## src/rtl/ara_pkg.sv

```systemverilog
// Shared types, default sizes and helpers for the Ara multi-queue sequencer.
// The ID type is sized from DefNrVInsn, so the sequencer's NrVInsn must keep that value.
package ara_pkg;

    localparam int unsigned DefNrVInsn  = 8;
    localparam int unsigned DefNrPEs    = 8;
    localparam int unsigned DefNrVRegs  = 32;
    localparam int unsigned DefAckDepth = 2;

    localparam int unsigned IdW   = $clog2(DefNrVInsn);
    localparam int unsigned VRegW = $clog2(DefNrVRegs);

    typedef logic [IdW-1:0] vid_t;

    typedef struct packed {
        vid_t vid;
        logic valid;
    } vreg_access_t;

    localparam logic [VRegW-1:0] VMASK = VRegW'(0);

    typedef enum logic [0:0] {
        IDLE = 1'b0,
        HOLD = 1'b1
    } seq_state_e;

    function automatic logic [DefNrVInsn-1:0] vid_onehot(input vid_t id);
        logic [DefNrVInsn-1:0] oh;
        oh     = '0;
        oh[id] = 1'b1;
        return oh;
    endfunction

    // Leading-zero style search from the LSB: lowest index whose busy bit is clear.
    function automatic vid_t lowest_free(input logic [DefNrVInsn-1:0] busy);
        vid_t id;
        id = '0;
        for (int i = DefNrVInsn - 1; i >= 0; i--) begin
            if (!busy[i]) begin
                id = vid_t'(i);
            end else begin
                id = id;
            end
        end
        return id;
    endfunction

    // A list entry only produces a hazard while the instruction it names is still busy.
    function automatic logic [DefNrVInsn-1:0] entry_hit(input vreg_access_t e,
                                                        input logic [DefNrVInsn-1:0] busy);
        return (e.valid && busy[e.vid]) ? vid_onehot(e.vid) : '0;
    endfunction

endpackage

```

## src/rtl/ara_sequencer_mq_ack_fifo.sv

```systemverilog
// ara_seq_ack_fifo: in-order queue of instruction IDs awaiting acknowledgment.
// Accepts a push while full when a pop happens in the same cycle.
module ara_seq_ack_fifo
    import ara_pkg::*;
#(
    parameter int unsigned Depth = DefAckDepth
) (
    input  logic clk_i,
    input  logic rst_ni,
    input  logic push_i,
    input  vid_t data_i,
    input  logic pop_i,
    output vid_t data_o,
    output logic full_o,
    output logic empty_o
);
    localparam int unsigned PtrW = (Depth > 1) ? $clog2(Depth) : 1;
    localparam int unsigned CntW = $clog2(Depth + 1);

    vid_t            mem_q [Depth];
    logic [PtrW-1:0] wr_ptr_q, rd_ptr_q;
    logic [CntW-1:0] cnt_q;
    logic            do_push_s, do_pop_s;

    assign empty_o   = (cnt_q == CntW'(0));
    assign full_o    = (cnt_q == CntW'(Depth));
    assign do_pop_s  = pop_i && !empty_o;
    assign do_push_s = push_i && (!full_o || do_pop_s);
    assign data_o    = mem_q[rd_ptr_q];

    // storage, pointers and occupancy
    always_ff @(posedge clk_i or negedge rst_ni) begin
        if (!rst_ni) begin
            wr_ptr_q <= '0;
            rd_ptr_q <= '0;
            cnt_q    <= '0;
            for (int i = 0; i < Depth; i++) begin
                mem_q[i] <= '0;
            end
        end else begin
            if (do_push_s) begin
                mem_q[wr_ptr_q] <= data_i;
                wr_ptr_q <= (wr_ptr_q == PtrW'(Depth - 1)) ? PtrW'(0) : wr_ptr_q + PtrW'(1);
            end
            if (do_pop_s) begin
                rd_ptr_q <= (rd_ptr_q == PtrW'(Depth - 1)) ? PtrW'(0) : rd_ptr_q + PtrW'(1);
            end
            case ({do_push_s, do_pop_s})
                2'b10:   cnt_q <= cnt_q + CntW'(1);
                2'b01:   cnt_q <= cnt_q - CntW'(1);
                default: cnt_q <= cnt_q;
            endcase
        end
    end

endmodule

```

## src/rtl/ara_sequencer_mq.sv

```systemverilog
// ara_sequencer_mq: ID allocation, PE run tracking, RAW/WAR/WAW hazard vectors and an
// in-order acknowledgment queue. Macro ARA_SEQ_STATS_EN adds a saturating stall counter.
module ara_sequencer_mq
    import ara_pkg::*;
#(
    parameter int unsigned NrVInsn  = DefNrVInsn,
    parameter int unsigned NrPEs    = DefNrPEs,
    parameter int unsigned NrVRegs  = DefNrVRegs,
    parameter int unsigned AckDepth = DefAckDepth
) (
    input  logic                              clk_i,
    input  logic                              rst_ni,
    input  logic                              req_valid_i,
    output logic                              req_ready_o,
    input  logic [$clog2(NrVRegs)-1:0]        req_vs1_i,
    input  logic [$clog2(NrVRegs)-1:0]        req_vs2_i,
    input  logic [$clog2(NrVRegs)-1:0]        req_vd_i,
    input  logic                              req_use_vs1_i,
    input  logic                              req_use_vs2_i,
    input  logic                              req_use_vd_i,
    input  logic                              req_vm_i,
    input  logic [NrPEs-1:0]                  req_pe_mask_i,
    input  logic                              req_needs_ack_i,
    output logic                              issue_valid_o,
    input  logic [NrPEs-1:0]                  issue_ready_i,
    output logic [$clog2(NrVInsn)-1:0]        issue_id_o,
    output logic [NrVInsn-1:0]                issue_hazard_vs1_o,
    output logic [NrVInsn-1:0]                issue_hazard_vs2_o,
    output logic [NrVInsn-1:0]                issue_hazard_vd_o,
    output logic [NrVInsn-1:0]                issue_hazard_vm_o,
    output logic [NrVInsn-1:0]                issue_running_o,
    input  logic [NrPEs-1:0][NrVInsn-1:0]     pe_done_i,
    input  logic                              ack_valid_i,
    input  logic                              ack_error_i,
    output logic                              resp_valid_o,
    output logic [$clog2(NrVInsn)-1:0]        resp_id_o,
    output logic                              resp_error_o,
    output logic                              idle_o,
    output logic [31:0]                       stall_cnt_o
);
    localparam int unsigned RegW = $clog2(NrVRegs);

    seq_state_e                 state_q, state_d;
    logic                       hold_s, slot_free_s, all_ready_s;
    logic [NrPEs-1:0][NrVInsn-1:0] running_q, running_d, running_clr_s;
    logic [NrVInsn-1:0]         inq_q, inq_d;
    vreg_access_t               wr_list_q [NrVRegs];
    vreg_access_t               wr_list_d [NrVRegs];
    vreg_access_t               rd_list_q [NrVRegs];
    vreg_access_t               rd_list_d [NrVRegs];

    logic [NrVInsn-1:0]         run_any_q_s, run_any_clr_s, run_any_d_s;
    logic [NrVInsn-1:0]         busy_s, busy_hz_s, pop_oh_s, new_oh_s;
    logic [NrVInsn-1:0]         hz_vs1_s, hz_vs2_s, hz_vd_s, hz_vm_s, war_s;
    logic [NrPEs-1:0]           pe_set_s;
    vid_t                       next_id_s, fifo_head_s;
    logic                       full_s, ops_stall_s, accept_s, push_s, pop_s;
    logic                       fifo_full_s, fifo_empty_s;

    logic                       issue_valid_q;
    vid_t                       issue_id_q;
    logic [NrVInsn-1:0]         hz_vs1_q, hz_vs2_q, hz_vd_q, hz_vm_q, running_vec_q;
    logic                       resp_valid_q, resp_error_q, idle_q;
    vid_t                       resp_id_q;

    assign all_ready_s = &issue_ready_i;

    // FSM state register
    always_ff @(posedge clk_i or negedge rst_ni) begin
        if (!rst_ni) begin
            state_q <= IDLE;
        end else begin
            state_q <= state_d;
        end
    end

    // FSM next state: a pending issue that is not taken this cycle freezes the slot
    always_comb begin
        state_d     = state_q;
        hold_s      = 1'b0;
        slot_free_s = 1'b0;
        case (state_q)
            IDLE: begin
                if (issue_valid_q && !all_ready_s) begin
                    state_d = HOLD;
                    hold_s  = 1'b1;
                end else begin
                    slot_free_s = 1'b1;
                end
            end
            HOLD: begin
                if (all_ready_s) begin
                    state_d     = IDLE;
                    slot_free_s = 1'b1;
                end else begin
                    hold_s = 1'b1;
                end
            end
            default: state_d = IDLE;
        endcase
    end

    // busy views: registered for allocation, post-done/post-pop for hazards
    always_comb begin
        running_clr_s = running_q & ~pe_done_i;
        run_any_q_s   = '0;
        run_any_clr_s = '0;
        for (int p = 0; p < NrPEs; p++) begin
            run_any_q_s   = run_any_q_s | running_q[p];
            run_any_clr_s = run_any_clr_s | running_clr_s[p];
        end
        busy_s    = run_any_q_s | inq_q;
        pop_oh_s  = pop_s ? vid_onehot(fifo_head_s) : '0;
        busy_hz_s = run_any_clr_s | (inq_q & ~pop_oh_s);
    end

    assign next_id_s = lowest_free(busy_s);

    // WAR on vd is folded into every source vector
    assign war_s    = req_use_vd_i  ? entry_hit(rd_list_q[req_vd_i], busy_hz_s) : '0;
    assign hz_vs1_s = (req_use_vs1_i ? entry_hit(wr_list_q[req_vs1_i], busy_hz_s) : '0) | war_s;
    assign hz_vs2_s = (req_use_vs2_i ? entry_hit(wr_list_q[req_vs2_i], busy_hz_s) : '0) | war_s;
    assign hz_vm_s  = (!req_vm_i ? entry_hit(wr_list_q[VMASK], busy_hz_s) : '0) | war_s;
    assign hz_vd_s  = req_use_vd_i  ? entry_hit(wr_list_q[req_vd_i], busy_hz_s) : '0;

    assign ops_stall_s = !req_use_vs1_i && !req_use_vs2_i && req_vm_i &&
                         (|(hz_vs1_s | hz_vs2_s | hz_vd_s | hz_vm_s));
    assign full_s      = (&busy_s) || (req_needs_ack_i && fifo_full_s);
    assign accept_s    = req_valid_i && slot_free_s && !full_s && !ops_stall_s;
    assign push_s      = accept_s && req_needs_ack_i;
    assign pop_s       = ack_valid_i && !fifo_empty_s;
    assign req_ready_o = accept_s;

    // next-state running set, ack membership and access lists
    always_comb begin
        pe_set_s             = req_pe_mask_i;
        pe_set_s[NrPEs-1]    = req_pe_mask_i[NrPEs-1] | ~req_vm_i;
        new_oh_s             = accept_s ? vid_onehot(next_id_s) : '0;
        running_d            = running_clr_s;
        run_any_d_s          = '0;
        for (int p = 0; p < NrPEs; p++) begin
            running_d[p] = running_clr_s[p] | (pe_set_s[p] ? new_oh_s : '0);
            run_any_d_s  = run_any_d_s | running_d[p];
        end
        inq_d     = (inq_q & ~pop_oh_s) | (push_s ? new_oh_s : '0);
        wr_list_d = wr_list_q;
        rd_list_d = rd_list_q;
        // entries naming the reallocated ID are stale and get dropped
        for (int r = 0; r < NrVRegs; r++) begin
            if (accept_s && req_use_vd_i && (req_vd_i == RegW'(r))) begin
                wr_list_d[r] = '{vid: next_id_s, valid: 1'b1};
            end else if (accept_s && (wr_list_q[r].vid == next_id_s)) begin
                wr_list_d[r].valid = 1'b0;
            end else begin
                wr_list_d[r] = wr_list_q[r];
            end
            if (accept_s && ((req_use_vs1_i && (req_vs1_i == RegW'(r))) ||
                             (req_use_vs2_i && (req_vs2_i == RegW'(r))) ||
                             (!req_vm_i && (VMASK == RegW'(r))))) begin
                rd_list_d[r] = '{vid: next_id_s, valid: 1'b1};
            end else if (accept_s && (rd_list_q[r].vid == next_id_s)) begin
                rd_list_d[r].valid = 1'b0;
            end else begin
                rd_list_d[r] = rd_list_q[r];
            end
        end
    end

    // tracking state registers
    always_ff @(posedge clk_i or negedge rst_ni) begin
        if (!rst_ni) begin
            running_q <= '0;
            inq_q     <= '0;
            for (int r = 0; r < NrVRegs; r++) begin
                wr_list_q[r] <= '0;
                rd_list_q[r] <= '0;
            end
        end else begin
            running_q <= running_d;
            inq_q     <= inq_d;
            for (int r = 0; r < NrVRegs; r++) begin
                wr_list_q[r] <= wr_list_d[r];
                rd_list_q[r] <= rd_list_d[r];
            end
        end
    end

    // registered PE request; held hazards shrink as producers retire
    always_ff @(posedge clk_i or negedge rst_ni) begin
        if (!rst_ni) begin
            issue_valid_q <= 1'b0;
            issue_id_q    <= '0;
            hz_vs1_q      <= '0;
            hz_vs2_q      <= '0;
            hz_vd_q       <= '0;
            hz_vm_q       <= '0;
        end else if (accept_s) begin
            issue_valid_q <= 1'b1;
            issue_id_q    <= next_id_s;
            hz_vs1_q      <= hz_vs1_s;
            hz_vs2_q      <= hz_vs2_s;
            hz_vd_q       <= hz_vd_s;
            hz_vm_q       <= hz_vm_s;
        end else if (hold_s) begin
            hz_vs1_q      <= hz_vs1_q & run_any_d_s;
            hz_vs2_q      <= hz_vs2_q & run_any_d_s;
            hz_vd_q       <= hz_vd_q & run_any_d_s;
            hz_vm_q       <= hz_vm_q & run_any_d_s;
        end else begin
            issue_valid_q <= 1'b0;
        end
    end

    // response pulse and status outputs
    always_ff @(posedge clk_i or negedge rst_ni) begin
        if (!rst_ni) begin
            resp_valid_q  <= 1'b0;
            resp_id_q     <= '0;
            resp_error_q  <= 1'b0;
            running_vec_q <= '0;
            idle_q        <= 1'b1;
        end else begin
            resp_valid_q  <= pop_s;
            if (pop_s) begin
                resp_id_q    <= fifo_head_s;
                resp_error_q <= ack_error_i;
            end
            running_vec_q <= run_any_d_s;
            idle_q        <= ~|(run_any_d_s | inq_d);
        end
    end

    ara_seq_ack_fifo #(
        .Depth (AckDepth)
    ) i_ack_fifo (
        .clk_i   (clk_i),
        .rst_ni  (rst_ni),
        .push_i  (push_s),
        .data_i  (next_id_s),
        .pop_i   (pop_s),
        .data_o  (fifo_head_s),
        .full_o  (fifo_full_s),
        .empty_o (fifo_empty_s)
    );

`ifdef ARA_SEQ_STATS_EN
    logic [31:0] stall_cnt_q;

    // saturating count of cycles a valid request is refused
    always_ff @(posedge clk_i or negedge rst_ni) begin
        if (!rst_ni) begin
            stall_cnt_q <= 32'd0;
        end else if (req_valid_i && !accept_s && (stall_cnt_q != 32'hFFFF_FFFF)) begin
            stall_cnt_q <= stall_cnt_q + 32'd1;
        end
    end

    assign stall_cnt_o = stall_cnt_q;
`else
    assign stall_cnt_o = 32'd0;
`endif

    assign issue_valid_o      = issue_valid_q;
    assign issue_id_o         = issue_id_q;
    assign issue_hazard_vs1_o = hz_vs1_q;
    assign issue_hazard_vs2_o = hz_vs2_q;
    assign issue_hazard_vd_o  = hz_vd_q;
    assign issue_hazard_vm_o  = hz_vm_q;
    assign issue_running_o    = running_vec_q;
    assign resp_valid_o       = resp_valid_q;
    assign resp_id_o          = resp_id_q;
    assign resp_error_o       = resp_error_q;
    assign idle_o             = idle_q;

endmodule

```

## config.mk

```make
export PLATFORM = sky130hd
export DESIGN_NAME = ara_sequencer_mq
export DESIGN_NICKNAME = d
export VERILOG_FILES = /design/src/rtl/ara_pkg.sv /design/src/rtl/ara_sequencer_mq_ack_fifo.sv /design/src/rtl/ara_sequencer_mq.sv
export SDC_FILE = /design/constraint.sdc
export NUM_CORES = 1
export LEC_CHECK = 0
export CAP_MARGIN = 20
export CORE_MARGIN = 2
export CORE_UTILIZATION = 55
export CTS_BUF_LIST = sky130_fd_sc_hd__clkbuf_16
export DETAILED_ROUTE_END_ITERATION = 6
export PLACE_DENSITY_LB_ADDON = 0.08
export SYNTH_ARGS = -nofsm -noshare
export SYNTH_HDL_FRONTEND = slang
export SYNTH_SLANG_ARGS = --single-unit
export TNS_END_PERCENT = 10
```

## constraint.sdc

```tcl
create_clock -name clk_i -period 7.2 [get_ports clk_i]
set_clock_uncertainty 0.05 [all_clocks]
set_input_delay 1.44 -clock clk_i [delete_from_list [all_inputs] [get_ports clk_i]]
set_output_delay 1.44 -clock clk_i [all_outputs]
set_load 0.03 [all_outputs]
```

==> results of run 1 <==
-- routing by layer --
metal	GRT usage (%)	up-vias	part of all wire, %
li1	-	8092	-
met1	46.1	9415	42
met2	54.0	872	46
met3	6.04	191	7.8
met4	12.9	0	3.9
met5	0	-	0
-- final cells by class --
type                       instances  area (µm²)  share of cell area, %
multi-input combinational       1574       13300                   48.7
sequential                       389        9740                   35.7
timing repair buffer             217        2040                   7.48
clock buffer                      44        1100                   4.04
tap                              585         732                   2.69
clock inverter                    35         272                  0.996
inverter                          29         109                  0.399
antenna                            1        2.50                0.00918
-- through the flow --
step	setup slack (ns)	area [µm²]	instances
2_1_floorplan	1.04	24000	2162
3_3_place_gp	0.281	25900	2794
3_5_place_dp	0.242	25900	2794
4_1_cts	0.348	27300	2873
5_1_grt	0.0971	27300	2873
6_report	0.226	27300	2874
-- layout by cell type, fill, tap and decap left out, types with 59 or more instances in the layout --
master	synthesis	routed
dfrtp_1	388	388
xnor2_1	194	194
nand2_1	187	187
mux2_2	177	177
clkdlybuf4s50_1	0	148
mux2i_1	140	140
mux4_2	77	77
o21ai_0	75	75
nor2_1	60	60
buf_4	35	60
nand3_1	59	59
-- critical path, stage by stage --
cell and delay [ns]:
clkdlybuf4s50_1 0.89, nor2b_1 0.58, a22oi_1 0.18, a21boi_0 0.19, and4bb_1 0.32, o21ai_0 0.37
nor4bb_1 0.17, or3_1 0.46, a2111oi_4 0.48, a21oi_4 0.13, inv_2 0.10, buf_4 0.16
-- state kept, by name (all words and copies together), names as in the netlist --
| register | count |
|---|---|
| i_ack_fifo.cnt_q | 2 |
| i_ack_fifo.mem_q | 6 |
| i_ack_fifo.rd_ptr_q | 1 |
| i_ack_fifo.wr_ptr_q | 1 |
| idle_o | 1 |
| inq_q | 8 |
| issue_hazard_vd_o | 8 |
| issue_hazard_vm_o | 8 |
| issue_hazard_vs1_o | 8 |
| issue_hazard_vs2_o | 8 |
| issue_id_o | 3 |
| issue_running_o | 8 |
| issue_valid_o | 1 |
| rd_list_q | 128 |
| resp_error_o | 1 |
| resp_id_o | 3 |
| resp_valid_o | 1 |
| running_q | 64 |
| state_q | 1 |
| wr_list_q | 128 |
-- power groups by stage --
stage / registers, W / logic (W) / clock network (W)
2_1_floorplan: 0.00231 / 0.000366 / 0
4_1_cts: 0.00227 / 0.000617 / 0.00222
3_5_place_dp: 0.00231 / 0.000614 / 0
6_report: 0.00227 / 0.000622 / 0.00219
5_1_grt: 0.00227 / 0.000662 / 0.00231
3_3_place_gp: 0.00230 / 0.000609 / 0
-- cell families (layout without fill, tap and decap cells) --
family          count (synthesis)  after routing  share of synthesized area (%)
compound gates                372            372                           12.2
xor+xnor                      195            195                           7.15
simple gates                  547            547                           12.0
mux                           427            427                           23.5
flops                         389            389                           40.8
fa+ha+maj                       1              1                         0.0524
other cells                     1             33                         0.0157
buf+inv                       199            325                           4.37
-- final timing paths --
| kind | to | slack, ns | depth (start not counted) |
|---|---|---|---|
| worst min register to register | resp_error_o$_DFFE_PN0P_ | 0.43 | 2 |
| worst max-delay path | req_ready_o | 0.23 | 12 |
| min in group asynchronous | state_q$_DFF_PN0_ | 0.83 | 1 |
| max in group asynchronous | rd_list_q[35]$_DFFE_PN0P_ | 4.75 | 2 |
| worst min-delay path | resp_error_o$_DFFE_PN0P_ | 0.43 | 2 |
| worst max register to register | running_q[57]$_DFF_PN0_ | 1.75 | 13 |
==> metrics, run 1 <==
RSZ-0062 raised after global routing false; Sequential Power Share 44.6%; setup_tns 0 ns; most common cell in the netlist dfrtp_1; hpwl dp 53000 µm; YS warnings 0; Die X 212 µm; P_leak 12.4 nW; final hold violations 0; post-route ant nets 0; P&R area growth vs syn 14.1%; peak fanout along the critical path 9; # Post-CTS Setup Buffers 0; fillcell total 3462; Num CTS Buffers 43; final hold slack 0.433 ns; Clk Latency, worst-skew pair 0.59 ns; Critical Path Source Type input port; DR WL/cell 26.4 µm; hold_buf cts 0; min Tclk post-route 6.97 ns; Synth Instances 2131; vias in the first global route 18543; vias per cell 6.46; die height 212 µm; Power Internal 0.00372 W; Post-Route WL 76000 µm; clock power share 43.1%; largest area contributor in the netlist dfrtp_1; WP data required 5.71 ns; Top Ports 188; Synth area leaders dfrtp_1, mux2_2, mux4_2; root buf cell clkbuf_16; Seq/Total Area, Yosys 40.8%; CP arrival 5.48 ns; via count 18570; clk buf depth 3; Async SR Flop Fraction 100%; number of synthesized flops with an enable pin 0; Setup crit start req_vd_i[3]; max-slew violation count 0; Worst Path Class, Setup in2out; CTS H-tree depth 2; num rows 76; CTS clk-pin slew, worst paths 0.06 ns; Avg Cell Area, Syn 11.2 µm²; maximum clock frequency 0.143 GHz; cts repair resizes 0; outcome finished clean; Starting Density 55.6%; # setup viols final 0; worst rel slew slack 27.4%; Final Cycle Share 96.9%; DIE AREA 0.0451 mm²; first-pass GRT wire length 115000 µm; Synth cell types 79; Hold Startpoint resp_error_o$_DFFE_PN0P_; Yosys top cell area share 40.7%; synthesized area 0.0239 mm²; largest net degree at the start of global routing 161; worst slew pin tran 1.09 ns; PwrDens 186 mW/mm²; layout cells sized above 1 20.9%; FF+latch count, synth 389; total power 0.00508 W; combinational fraction of design power 12.2%; drc violations 0; Num Clock Sinks 389; Core Area 0.0430 mm²; final core area utilization 63.4%; IO Port Bufs 155; GP Congestion 0.965; most common library cells after synthesis dfrtp_1, xnor2_1, nand2_1; DRT iter0 DRCs 1822; VDD IR-drop max 0.163 mV; RR Startpoint i_ack_fifo.cnt_q[0]$_DFFE_PN0P_; initial antenna violation count 2; Nets 2360; Crit. End Element output port; total grt overflow 0; GR Util All Layers 33.8%; Worst Hold Class reg2reg; CTS tree yes; sw frac 26.8%; DR pass1 iterations 5; max capacitance violation total 0; Post-synth top flop dfrtp_1; NetSw 0.00136 W
Note: power is estimated with default switching activity, not from simulation.
==> run 2: changes to the inputs <==
--- a/config.mk
+++ b/config.mk
@@ -11,6 +11,7 @@
 export CTS_BUF_LIST = sky130_fd_sc_hd__clkbuf_16
 export DETAILED_ROUTE_END_ITERATION = 6
 export PLACE_DENSITY_LB_ADDON = 0.08
+export REMOVE_ABC_BUFFERS = 1
 export SYNTH_ARGS = -nofsm -noshare
 export SYNTH_HDL_FRONTEND = slang
 export SYNTH_SLANG_ARGS = --single-unit
==> metrics, run 2 (same netlist as run 1, synthesis figures left out) <==
CTS clk-pin slew, worst paths 0.06 ns; # setup viols final 0; maximum clock frequency 0.146 GHz; max capacitance violation total 0; Nets 2351; vias per cell 6.57; cts repair resizes 0; Clk Latency, worst-skew pair 0.58 ns; RSZ-0062 raised after global routing false; Finished Cell Area 0.0271 mm²; hold_buf cts 0; VDD IR-drop max 0.188 mV; # Post-CTS Setup Buffers 0; first-pass GRT wire length 119000 µm; final core area utilization 63.0%; WP data required 5.71 ns; final hold violations 0; combinational fraction of design power 12.8%; Post-Route WL 78800 µm; Power Internal 0.00357 W; largest net degree at the start of global routing 168; vias in the first global route 19192; peak fanout along the critical path 13; root buf cell clkbuf_16; GR Util All Layers 35.3%; CTS tree yes; initial antenna violation count 3; Num Clock Sinks 389; die height 212 µm; P_leak 12.3 nW; DIE AREA 0.0451 mm²; Setup crit start req_vd_i[2]; most frequent cells in the layout dfrtp_1, xnor2_1, nand2_1; DR WL/cell 27.5 µm; worst rel slew slack 19.4%; PwrDens 181 mW/mm²; total power 0.00490 W; R2R Setup Slk 1.76 ns; total grt overflow 0; sw frac 27.0%; min Tclk post-route 6.84 ns; Num CTS Buffers 42; IO Port Bufs 155; Sequential Power Share 46.3%; Post-DP Area 0.0258 mm²; CP arrival 5.35 ns; worst slew pin tran 1.21 ns; Die X 212 µm; Crit. End Element output port; setup_tns 0 ns; top flop regs rd_list_q (128), wr_list_q (128), running_q (64); via count 18799; NetSw 0.00132 W; P&R area growth vs syn 13.4%; Top Ports 188; outcome finished clean; max-slew violation count 0; post-route ant nets 0; layout cells sized above 1 20.3%; drc violations 0; DRT iter0 DRCs 2100; Worst Hold Class reg2reg; DR pass1 iterations 5; FF-to-FF path depth 13; Core Area 0.0430 mm²; clock power share 41.0%; clk buf depth 3; Critical Path Source Type input port; GP Congestion 0.976; CTS H-tree depth 2; commonest non-fill, non-tap cell in the layout dfrtp_1; RR Startpoint i_ack_fifo.rd_ptr_q$_DFFE_PN0P_; num rows 76; Final Cycle Share 95.0%; r2r endpoint wr_list_q[29]$_DFFE_PN0P_; Starting Density 55.6%; hpwl dp 56100 µm; Worst Path Class, Setup in2out; Setup crit end req_ready_o
==> run 2: cell types whose count changed in the layout (fill, tap and decap cells not counted) <==
cell / previous run / this run
clkinv_2: 8 / 7
clkinvlp_4: 2 / 0
buf_12: 3 / 5
bufinv_16: 4 / 1
clkinv_8: 1 / 0
diode_2: 1 / 2
buf_4: 60 / 50
clkbuf_16: 44 / 43
inv_1: 35 / 37
==> run 2: worst max-delay path, cell delays in order <==
cell and delay (ns):
clkdlybuf4s50_1 0.79, nor2b_1 0.60, a22oi_1 0.27, nand3_1 0.15
o31ai_1 0.14, nor2_1 0.36, mux2_2 0.39, a311o_1 0.34
a2111oi_4 0.45, a21oi_4 0.13, inv_2 0.08, buf_4 0.19
==> run 2: routing by layer <==
| layer | wire length (µm) | GRT usage, % | part of all wire [%] |
|---|---|---|---|
| met1 | 32800 | 48.0 | 42 |
| met3 | 5680 | 4.76 | 7.2 |
| met2 | 36700 | 56.8 | 47 |
| met5 | 0 | 0 | 0 |
| met4 | 3580 | 16.0 | 4.5 |
==> run 2: worst min path at each step <==
stage,cells after the start,end,start,slack [ns]
after global placement,2,issue_id_o[2]$_DFFE_PN0P_,issue_id_o[2]$_DFFE_PN0P_,0.41
after CTS,2,resp_id_o[2]$_DFFE_PN0P_,resp_id_o[2]$_DFFE_PN0P_,0.43
after floorplan,2,rd_list_q[12]$_DFFE_PN0P_,rd_list_q[12]$_DFFE_PN0P_,0.40
after detailed placement,2,resp_id_o[2]$_DFFE_PN0P_,resp_id_o[2]$_DFFE_PN0P_,0.42
final,2,resp_id_o[2]$_DFFE_PN0P_,resp_id_o[2]$_DFFE_PN0P_,0.43
after global routing,1,i_ack_fifo.cnt_q[1]$_DFFE_PN0P_,i_ack_fifo.cnt_q[1]$_DFFE_PN0P_,0.47
==> run 2: through the flow <==
| stage | std cells | hold slack, ns | setup WS [ns] |
|---|---|---|---|
| detailed placement | 2786 | 0.419 | 0.435 |
| CTS | 2859 | 0.433 | 0.409 |
| global route | 2860 | 0.470 | 0.240 |
| floorplan | 1992 | 0.405 | -0.854 |
| finish | 2861 | 0.431 | 0.363 |
| global placement | 2786 | 0.412 | 0.454 |
==> run 2: cell type report <==
| class | instances | area (µm²) |
|---|---|---|
| inverters | 29 | 109 |
| well taps | 585 | 732 |
| clock inverters | 30 | 153 |
| fillers | 3519 | 15900 |
| clock buffers | 43 | 1080 |
| flip-flops and latches | 389 | 9740 |
| multi-input cells | 1574 | 13300 |
| repair buffers | 209 | 2000 |
| diodes | 2 | 5.00 |
==> run 2: power by group through the flow <==
stage / clock network (W) / registers, W / logic [W]
final: 0.00201 / 0.00227 / 0.000625
after global routing: 0.00212 / 0.00227 / 0.000666
after CTS: 0.00203 / 0.00227 / 0.000623
after detailed placement: 0 / 0.00231 / 0.000619
after global placement: 0 / 0.00231 / 0.000612
after floorplan: 0 / 0.00232 / 0.000285
==> run 3: changes to the inputs <==
--- a/config.mk
+++ b/config.mk
@@ -9,6 +9,7 @@
 export CORE_MARGIN = 2
 export CORE_UTILIZATION = 55
 export CTS_BUF_LIST = sky130_fd_sc_hd__clkbuf_16
+export CTS_CLUSTER_SIZE = 20
 export DETAILED_ROUTE_END_ITERATION = 6
 export PLACE_DENSITY_LB_ADDON = 0.08
 export REMOVE_ABC_BUFFERS = 1
==> metrics, run 3 (same netlist as run 1, synthesis figures left out) <==
DR pass1 iterations 6; Nets 2351; Num CTS Buffers 42; RSZ-0062 raised after global routing false; Critical Path Source Type input port; maximum clock frequency 0.146 GHz; DIE AREA 0.0451 mm²; via count 18795; IO Port Bufs 155; Sequential Power Share 46.3%; FF-to-FF path depth 13; combinational fraction of design power 12.8%; clock power share 40.9%; fillcell total 3522; P_leak 12.3 nW; Clk Latency, worst-skew pair 0.58 ns; peak fanout along the critical path 13; Worst Path Class, Setup in2out; largest net degree at the start of global routing 168; Die X 212 µm; number of buffers and inverters on the critical path 3; first-pass GRT wire length 119000 µm; # setup viols final 0; CP max stage delay 0.81 ns; max capacitance violation total 0; Hold Startpoint resp_id_o[2]$_DFFE_PN0P_; commonest non-fill, non-tap cell in the layout dfrtp_1; CTS H-tree depth 2; die height 212 µm; VDD IR-drop max 0.188 mV; P&R area growth vs syn 13.4%; Worst Hold Class reg2reg; Starting Density 55.6%; Setup crit start req_vd_i[2]; total grt overflow 0; WHS Path Cells 2; GR Util All Layers 35.3%; Num Clock Sinks 389; DRT iter0 DRCs 2028; initial antenna violation count 3; top flop regs rd_list_q (128), wr_list_q (128), running_q (64); min Tclk post-route 6.86 ns; cts repair resizes 0; GP Congestion 0.976; worst hold endpoint resp_id_o[2]$_DFFE_PN0P_; most frequent cells in the layout dfrtp_1, xnor2_1, nand2_1; Final Cycle Share 95.2%; drc violations 0; CTS clk-pin slew, worst paths 0.06 ns; clk buf depth 3; vias in the first global route 19192; CP delay by family, top compound AO/OA/AOI/OAI gates; Post-Route WL 78900 µm; final hold slack 0.432 ns; root buf cell clkbuf_16; NetSw 0.00132 W; WP data required 5.71 ns; post-route ant nets 0; CTS tree yes; outcome finished clean; r2r endpoint wr_list_q[29]$_DFFE_PN0P_; vias per cell 6.57; Crit. End Element output port; Power Internal 0.00357 W; hpwl dp 56100 µm; hold_buf cts 0; PwrDens 181 mW/mm²; Top Ports 188; # Post-CTS Setup Buffers 0; sw frac 27.0%; worst slew pin tran 1.22 ns; DR WL/cell 27.6 µm; Core Area 0.0430 mm²; Slowest-stage cell, CP clkdlybuf4s50_1; crit-path cells clkdlybuf4s50_1 > nor2b_1 > a22oi_1 > nand3_1 > o31ai_1 > nor2_1 > mux2_2 > a311o_1 > a2111oi_4 > a21oi_4 > inv_2 > buf_4; RR Startpoint i_ack_fifo.rd_ptr_q$_DFFE_PN0P_; max-slew violation count 0; layout cells sized above 1 20.3%; final hold violations 0; num rows 76; CP arrival 5.37 ns; R2R Setup Slk 1.74 ns; worst rel slew slack 18.5%; final core area utilization 63.0%
[run 3: cell counts in the layout (fill, tap and decap cells not counted)]
No cell type changed its count.
[run 3: through the flow]
stage / instance area (µm²) / instances / setup WS, ns / setup TNS (ns) / total power [W]
finish: 27100 / 2861 / 0.343 / 0 / 0.00490
global route: 27100 / 2860 / 0.240 / 0 / 0.00506
CTS: 27100 / 2859 / 0.409 / 0 / 0.00492
detailed placement: 25800 / 2786 / 0.435 / 0 / 0.00292
global placement: 25800 / 2786 / 0.454 / 0 / 0.00292
floorplan: 23100 / 1992 / -0.854 / -51.34 / 0.00260
[run 3: how the worst max path moves through the flow]
stage / end / slack [ns] / cells past startpoint
2_1_floorplan: req_ready_o / -0.85 / 9
3_3_place_gp: req_ready_o / 0.45 / 12
3_5_place_dp: req_ready_o / 0.43 / 12
4_1_cts: req_ready_o / 0.41 / 12
5_1_grt: req_ready_o / 0.24 / 12
6_report: req_ready_o / 0.34 / 12
[run 3: layer usage]
metal  vias up  routed length (µm)  global-route usage [%]
met2       904               36600                    56.8
li1       8076                   -                       -
met3       203                5400                    4.76
met5         -                   0                       0
met4         0                3690                    16.0
met1      9612               33200                    48.0
[run 3: final cells by class]
type	count	area [µm²]	area share, %
Sequential cell	389	9740	35.9
Antenna cell	2	5.00	0.0185
Tap cell	585	732	2.70
Clock inverter	30	153	0.564
Timing Repair Buffer	209	2000	7.40
Clock buffer	43	1080	3.97
Multi-Input combinational cell	1574	13300	49.0
Inverter	29	109	0.402
[run 3: worst min-delay path: cells and delay by family, from the launching register on]
kind,cells,cell delay (ns)
flip-flops,1,0.34
AO/OA/AOI/OAI,1,0.06
AND/OR/NAND/NOR,1,0.04
[run 3: power by group through the flow]
stage	clock network (W)	registers, W	logic [W]
after floorplan	0	0.00232	0.000285
after global placement	0	0.00231	0.000612
after detailed placement	0	0.00231	0.000619
after CTS	0.00203	0.00227	0.000623
after global routing	0.00212	0.00227	0.000666
final	0.00200	0.00227	0.000626
